`config.mk`:
```
export PLATFORM = sky130hd
export DESIGN_NAME = msg_receive_parser
export DESIGN_NICKNAME = d
export VERILOG_FILES = /design/src/rtl/msg_receive_parser.sv
export SDC_FILE = /design/constraint.sdc
export NUM_CORES = 1
export LEC_CHECK = 0
export BUFFER_PORTS_ARGS = -buffer_cell sky130_fd_sc_hd__buf_2
export CORE_ASPECT_RATIO = 0.5
export CORE_MARGIN = 8
export CORE_UTILIZATION = 61
export DETAILED_ROUTE_END_ITERATION = 10
export GPL_TIMING_DRIVEN = 0
export PLACE_DENSITY_LB_ADDON = 0.12
export SLEW_MARGIN = 10
export SYNTH_ARGS = -nofsm -noshare
export SYNTH_HDL_FRONTEND = slang
export SYNTH_SLANG_ARGS = --single-unit
```
`constraint.sdc`:
```
create_clock -name sys_clk_100m -period 3 [get_ports sys_clk_100m]
set_input_delay 0.15 -clock sys_clk_100m [delete_from_list [all_inputs] [get_ports sys_clk_100m]]
set_output_delay 0.15 -clock sys_clk_100m [all_outputs]
set_load 0.01 [all_outputs]
```
`src/rtl/msg_receive_parser.sv`:
```
// msg_receive_parser: SRIO downstream command receiver (frame hunt, checksum verify, command apply)
// Ports:
//   sys_clk_100m, sw_srst_n (async active-low)   clock / reset
//   ds_empty_i, ds_rd_en_o, ds_din_i              standard-mode downstream FIFO read side
//   msg_id_o, sim_data_en_o                       persistent command results
//   start_trigger_pluse_o, soft_rst_req_pluse_o   one-cycle command pulses
//   frame_ok_pluse_o, frame_err_pluse_o, err_cnt_o frame status and saturating error count
module msg_receive_parser #(
    parameter int TIMEOUT_CYCLES = 10000,
    parameter int MAX_LEN        = 15
) (
    input  logic        sys_clk_100m,
    input  logic        sw_srst_n,
    input  logic        ds_empty_i,
    output logic        ds_rd_en_o,
    input  logic [31:0] ds_din_i,
    output logic [15:0] msg_id_o,
    output logic        sim_data_en_o,
    output logic        start_trigger_pluse_o,
    output logic        soft_rst_req_pluse_o,
    output logic        frame_ok_pluse_o,
    output logic        frame_err_pluse_o,
    output logic [15:0] err_cnt_o
);
    typedef enum logic [1:0] {HUNT, BODY, APPLY} state_t;
    localparam logic [7:0]  MAX_L = 8'(MAX_LEN);
    localparam logic [31:0] TMO_L = 32'(TIMEOUT_CYCLES - 1);
    state_t      state_q, state_d;
    logic        rd_q, rd_en;
    logic [7:0]  type_q, type_d, len_q, len_d, issued_q, issued_d, idx_q, idx_d;
    logic [31:0] sum_q, sum_d, p0_q, p0_d, chk_q, chk_d, timer_q, timer_d;
    logic [15:0] msg_id_q, msg_id_d, err_cnt_q, err_cnt_d;
    logic        sim_q, sim_d, start_q, start_d, srst_q, srst_d, ok_q, ok_d, err_q, err_d;
    logic        hdr, len_ok, tmo, good;
    logic [15:0] err_inc;
    // rd_q marks that ds_din_i holds a freshly read word this cycle
    assign hdr     = ds_din_i[31:16] == 16'hEB90;
    assign len_ok  = ds_din_i[7:0] <= MAX_L;
    assign tmo     = !rd_q && timer_q == TMO_L;
    assign err_inc = err_cnt_q == 16'hFFFF ? err_cnt_q : err_cnt_q + 16'd1;
    assign good    = chk_q == sum_q &&
                     ((type_q == 8'h01 && len_q == 8'd1) || (type_q == 8'h02 && len_q == 8'd0) ||
                      (type_q == 8'h03 && len_q == 8'd1) || (type_q == 8'h04 && len_q == 8'd0));
    always_comb begin
        state_d   = state_q;
        type_d    = type_q;
        len_d     = len_q;
        issued_d  = issued_q;
        idx_d     = idx_q;
        sum_d     = sum_q;
        p0_d      = p0_q;
        chk_d     = chk_q;
        timer_d   = timer_q;
        msg_id_d  = msg_id_q;
        err_cnt_d = err_cnt_q;
        sim_d     = sim_q;
        start_d   = 1'b0;
        srst_d    = 1'b0;
        ok_d      = 1'b0;
        err_d     = 1'b0;
        rd_en     = 1'b0;
        case (state_q)
            HUNT: begin
                // one word at a time: never read while a word awaits decode
                rd_en = !ds_empty_i && !rd_q;
                if (rd_q && hdr && len_ok) begin
                    state_d  = BODY;
                    type_d   = ds_din_i[15:8];
                    len_d    = ds_din_i[7:0];
                    sum_d    = ds_din_i;
                    issued_d = 8'd0;
                    idx_d    = 8'd0;
                    timer_d  = 32'd0;
                end else if (rd_q && hdr) begin
                    err_d     = 1'b1;
                    err_cnt_d = err_inc;
                end
            end
            BODY: begin
                // len payload words plus the checksum: issued <= len means fewer than len+1 reads
                rd_en    = !ds_empty_i && issued_q <= len_q && !tmo;
                issued_d = issued_q + {7'd0, rd_en};
                timer_d  = rd_q ? 32'd0 : timer_q + 32'd1;
                if (rd_q && idx_q == len_q) begin
                    chk_d   = ds_din_i;
                    state_d = APPLY;
                end else if (rd_q) begin
                    sum_d = sum_q + ds_din_i;
                    p0_d  = idx_q == 8'd0 ? ds_din_i : p0_q;
                    idx_d = idx_q + 8'd1;
                end else if (tmo) begin
                    err_d     = 1'b1;
                    err_cnt_d = err_inc;
                    state_d   = HUNT;
                end
            end
            default: begin
                state_d   = HUNT;
                ok_d      = good;
                err_d     = !good;
                err_cnt_d = good ? err_cnt_q : err_inc;
                msg_id_d  = good && type_q == 8'h01 ? p0_q[15:0] : msg_id_q;
                sim_d     = good && type_q == 8'h03 ? p0_q[0] : sim_q;
                start_d   = good && type_q == 8'h02;
                srst_d    = good && type_q == 8'h04;
            end
        endcase
    end
    always_ff @(posedge sys_clk_100m or negedge sw_srst_n) begin
        if (!sw_srst_n) begin
            state_q   <= HUNT;
            rd_q      <= 1'b0;
            type_q    <= 8'd0;
            len_q     <= 8'd0;
            issued_q  <= 8'd0;
            idx_q     <= 8'd0;
            sum_q     <= 32'd0;
            p0_q      <= 32'd0;
            chk_q     <= 32'd0;
            timer_q   <= 32'd0;
            msg_id_q  <= 16'd0;
            err_cnt_q <= 16'd0;
            sim_q     <= 1'b0;
            start_q   <= 1'b0;
            srst_q    <= 1'b0;
            ok_q      <= 1'b0;
            err_q     <= 1'b0;
        end else begin
            state_q   <= state_d;
            rd_q      <= rd_en;
            type_q    <= type_d;
            len_q     <= len_d;
            issued_q  <= issued_d;
            idx_q     <= idx_d;
            sum_q     <= sum_d;
            p0_q      <= p0_d;
            chk_q     <= chk_d;
            timer_q   <= timer_d;
            msg_id_q  <= msg_id_d;
            err_cnt_q <= err_cnt_d;
            sim_q     <= sim_d;
            start_q   <= start_d;
            srst_q    <= srst_d;
            ok_q      <= ok_d;
            err_q     <= err_d;
        end
    end
    assign ds_rd_en_o            = rd_en && sw_srst_n;
    assign msg_id_o              = msg_id_q;
    assign sim_data_en_o         = sim_q;
    assign start_trigger_pluse_o = start_q;
    assign soft_rst_req_pluse_o  = srst_q;
    assign frame_ok_pluse_o      = ok_q;
    assign frame_err_pluse_o     = err_q;
    assign err_cnt_o             = err_cnt_q;
endmodule
```
==> results.tsv <==
metric	value	unit
Final Cycle Share	0.9445	
Fmax achieved	352.9	MHz
Synth Area per Inst	9.947	sq um
most frequent cells in the layout	dfrtp_1, nand2_1, nor2_1	
ant diodes	0	
post-route insts no fill	1363	
initial DRC count	539	
Placed Instances	1319	
vias in the first global route	8087	
global-route wire length before repair	41670	microns
post-place setup slack	104.6	ps
XOR/XNOR share of the synthesized area	0.08122	
main combinational cell family by area after synthesis	simple AND/OR/NAND/NOR gates	
CTS Buffer Depth	2	
# fillers	1222	
Netlist cell types	68	
worst slew pin tran	928.9	ps
top_reg_cell synth	dfrtp_1	
WP data required	2850	ps
CP Class	flip-flop to output pin	
detailed-router iteration count before antenna repair	5	
final hold vios	0	
Syn Inst Count	1019	
Rel. slew slack	0.3784	
initial antenna violation count	0	
outcome	completed	
max-cap violation count	0	
root buf cell	clkbuf_16	
Die Span X	198.3	microns
gr usage total	0.2457	
# setup viols final	0	
Post-synth EDFFs	0	
RSZ-0062 raised after global routing	false	
mapped cell area	10140	sq um
Max IR drop VDD	0.0005108	V
CTS tree	yes	
Ports	73	
clock sinks	184	
post-DP HPWL	18760	microns
layout cells sized above 1	0.1875	
largest net degree at the start of global routing	103	
crit path time final	2833	ps
Pwr Density	812.9	nW/um^2
Routed Antenna Nets	0	
Yosys reg bits	184	
Leak	5.420	nW
nature of the critical path startpoint	flip-flop	
Final Max Tran Viols	0	
Routed WL	25620	microns
Clock Latency Late Sink	440	ps
Min-Delay Path Class	primary input to flip-flop	
Layout area overhead	13.86	%
grt total ovfl	0	
slack of the critical path	166.6	ps
Synth Warn #	0	
PortBufs	72	
area of the core	16310	sq um
Net Count, Synth	1100	
CP Capture Type	output pin	
post-synthesis compound-gate area fraction	0.1355	
Seq/Total Area, Yosys	0.4543	
Die ar.	21250	sq um
Fin Hold WS	4.958	ps
asr flop ratio synth	1.000	
FF-to-FF setup slack	220	ps
crit path DAT	2680	ps
Chip Height	107.2	microns
fin nets	1204	
Site Rows	33	
Synth Area in Simple Gates	0.1743	
number of buffers created by CTS	17	
CTS H-tree lvls	4	
Synth Area in Adders	0.05752	
crit-path max FO	3	
drt wl/cell	18.79	microns
mux contribution to synthesized area	0.07444	
final setup skew	10.86	ps
starting density of the core	0.6215	
commonest non-fill, non-tap cell in the layout	dfrtp_1	
Post-route DRC	0	
clock-pin slew on the worst setup and hold paths	70	ps
Placer Congestion	0.8977	
vias per std cell	5.982	
Via Count	8153	
post-CTS setup buffers	0	
==> critical path: stages, from the launching register on <==
cell and delay (ps):
dfrtp_1 390, inv_1 80, ha_1 310, a21o_1 190, a21o_1 170, a21oi_1 160
a22oi_1 120, nor3_2 200, a21oi_1 90, nor2_1 240, and2_1 170, buf_2 130
==> repair_timing <==
action | 4_1_cts | 5_1_grt
endpoints found under the hold margin | 93 | 0
resized for setup | 0 | 2
endpoints found under the setup margin | 0 | 12
hold buffers | 12 | 0
==> metal layers <==
metal / wire, microns / vias to the layer above / GRT usage / share of wire
met5: 0 / - / 0 / 0
met4: 474 / 0 / 0.07366 / 0.019
met3: 1590 / 51 / 0.04877 / 0.062
met2: 11870 / 272 / 0.3951 / 0.46
met1: 11680 / 3980 / 0.3344 / 0.46
li1: - / 3850 / - / -
==> layout make-up <==
cell class              instances  area, sq um  share of cell area
clock inverters                15        166.4             0.01442
clock buffers                  17        425.4             0.03686
multi-input cells             780         5313              0.4603
well taps                     227        284.0             0.02461
repair buffers                 85        518.0             0.04488
flip-flops and latches        184         4604              0.3990
plain buffers                  33        147.6             0.01279
inverters                      22        82.58            0.007155
==> logic make-up after synthesis <==
family                   count (synthesis)
AO/OA/AOI/OAI                          220
AND/OR/NAND/NOR                        353
XOR/XNOR                                94
multiplexers                            67
flip-flops                             184
buffers and inverters                   55
adder cells (fa/ha/maj)                 46
==> registers in the layout, summed over array words and instances (netlist names) <==
| signal | count |
|---|---|
| start_trigger_pluse_o | 1 |
| sum_q | 32 |
| chk_q | 32 |
| state_q | 2 |
| timer_q | 32 |
| issued_q | 8 |
| sim_data_en_o | 1 |
| frame_err_pluse_o | 1 |
| len_q | 8 |
| rd_q | 1 |
| p0_q | 16 |
| msg_id_o | 16 |
| idx_q | 8 |
| err_cnt_o | 16 |
| frame_ok_pluse_o | 1 |
| type_q | 8 |
| soft_rst_req_pluse_o | 1 |
==> through the flow <==
step / TNS [ps] / total power, mW / instance area (sq um) / utilization
6_report: 0 / 9.382 / 11540 / 0.7076
5_1_grt: 0 / 9.927 / 11540 / 0.7076
4_1_cts: 0 / 9.362 / 11530 / 0.7069
3_5_place_dp: 0 / 7.020 / 10820 / 0.6633
3_3_place_gp: -215540 / 6.890 / 10780 / 0.6610
2_1_floorplan: 0 / 6.139 / 10140 / -
==> where the power goes <==
| group | leakage [nW] | internal [mW] | switching, mW | total (mW) |
|---|---|---|---|---|
| combinational | 2.71 | 1.58 | 1.91 | 3.49 |
| sequential | 2.41 | 3.03 | 0.558 | 3.59 |
| clock | 0.292 | 1.25 | 1.05 | 2.30 |
| total | 5.42 | 5.86 | 3.52 | 9.38 |
==> final timing paths <==
path / start / to / cells past startpoint
worst max-delay path: len_q[5] / ds_rd_en_o / 11
worst min-delay path: ds_din_i[0] / len_q[0] / 3
worst max register to register: len_q[7] / sum_q[16] / 6
worst min register to register: type_q[4] / type_q[4] / 2
max in group asynchronous: sw_srst_n / sum_q[12] / 3
min in group asynchronous: sw_srst_n / err_cnt_o[10] / 2
==> cell usage after synthesis, types with 2 or more instances <==
| master | count | area (sq um) |
|---|---|---|
| and2_1 | 7 | 43.79 |
| o41ai_1 | 2 | 17.52 |
| nand4_1 | 23 | 143.9 |
| o21ai_0 | 68 | 340.3 |
| a22oi_1 | 2 | 15.01 |
| nand3b_1 | 2 | 15.01 |
| o211ai_1 | 4 | 30.03 |
| a21boi_0 | 3 | 22.52 |
| nor4b_1 | 4 | 35.03 |
| xnor2_1 | 60 | 525.5 |
| a21o_1 | 17 | 127.6 |
| ha_1 | 45 | 563.0 |
| nor4_1 | 10 | 62.56 |
| o21a_1 | 4 | 30.03 |
| a21oi_2 | 2 | 17.52 |
| nor4_2 | 2 | 25.02 |
| nor2b_1 | 7 | 43.79 |
| nor2_1 | 83 | 311.6 |
| dfrtp_1 | 184 | 4604 |
| a31oi_1 | 16 | 100.1 |
| and4_1 | 3 | 26.28 |
| o31ai_1 | 7 | 52.55 |
| xor2_1 | 34 | 297.8 |
| nand3_1 | 38 | 190.2 |
| o21ai_1 | 7 | 35.03 |
| inv_1 | 22 | 82.58 |
| nor3b_1 | 2 | 15.01 |
| buf_2 | 10 | 50.05 |
| mux2_2 | 67 | 754.5 |
| nand4b_1 | 2 | 17.52 |
| a21oi_1 | 54 | 270.3 |
| nand2_1 | 113 | 424.2 |
| a311oi_1 | 2 | 17.52 |
| clkbuf_1 | 21 | 78.83 |
| nor2_4 | 2 | 22.52 |
| a22o_1 | 11 | 96.34 |
| nor3_2 | 5 | 50.05 |
| or3_1 | 3 | 18.77 |
| and3_1 | 17 | 106.4 |
| nand2b_1 | 4 | 25.02 |
| nor3_1 | 15 | 75.07 |
| or2_2 | 3 | 18.77 |
| a211oi_1 | 5 | 37.54 |
| o21bai_1 | 3 | 22.52 |
(Power assumes the default switching activity.)
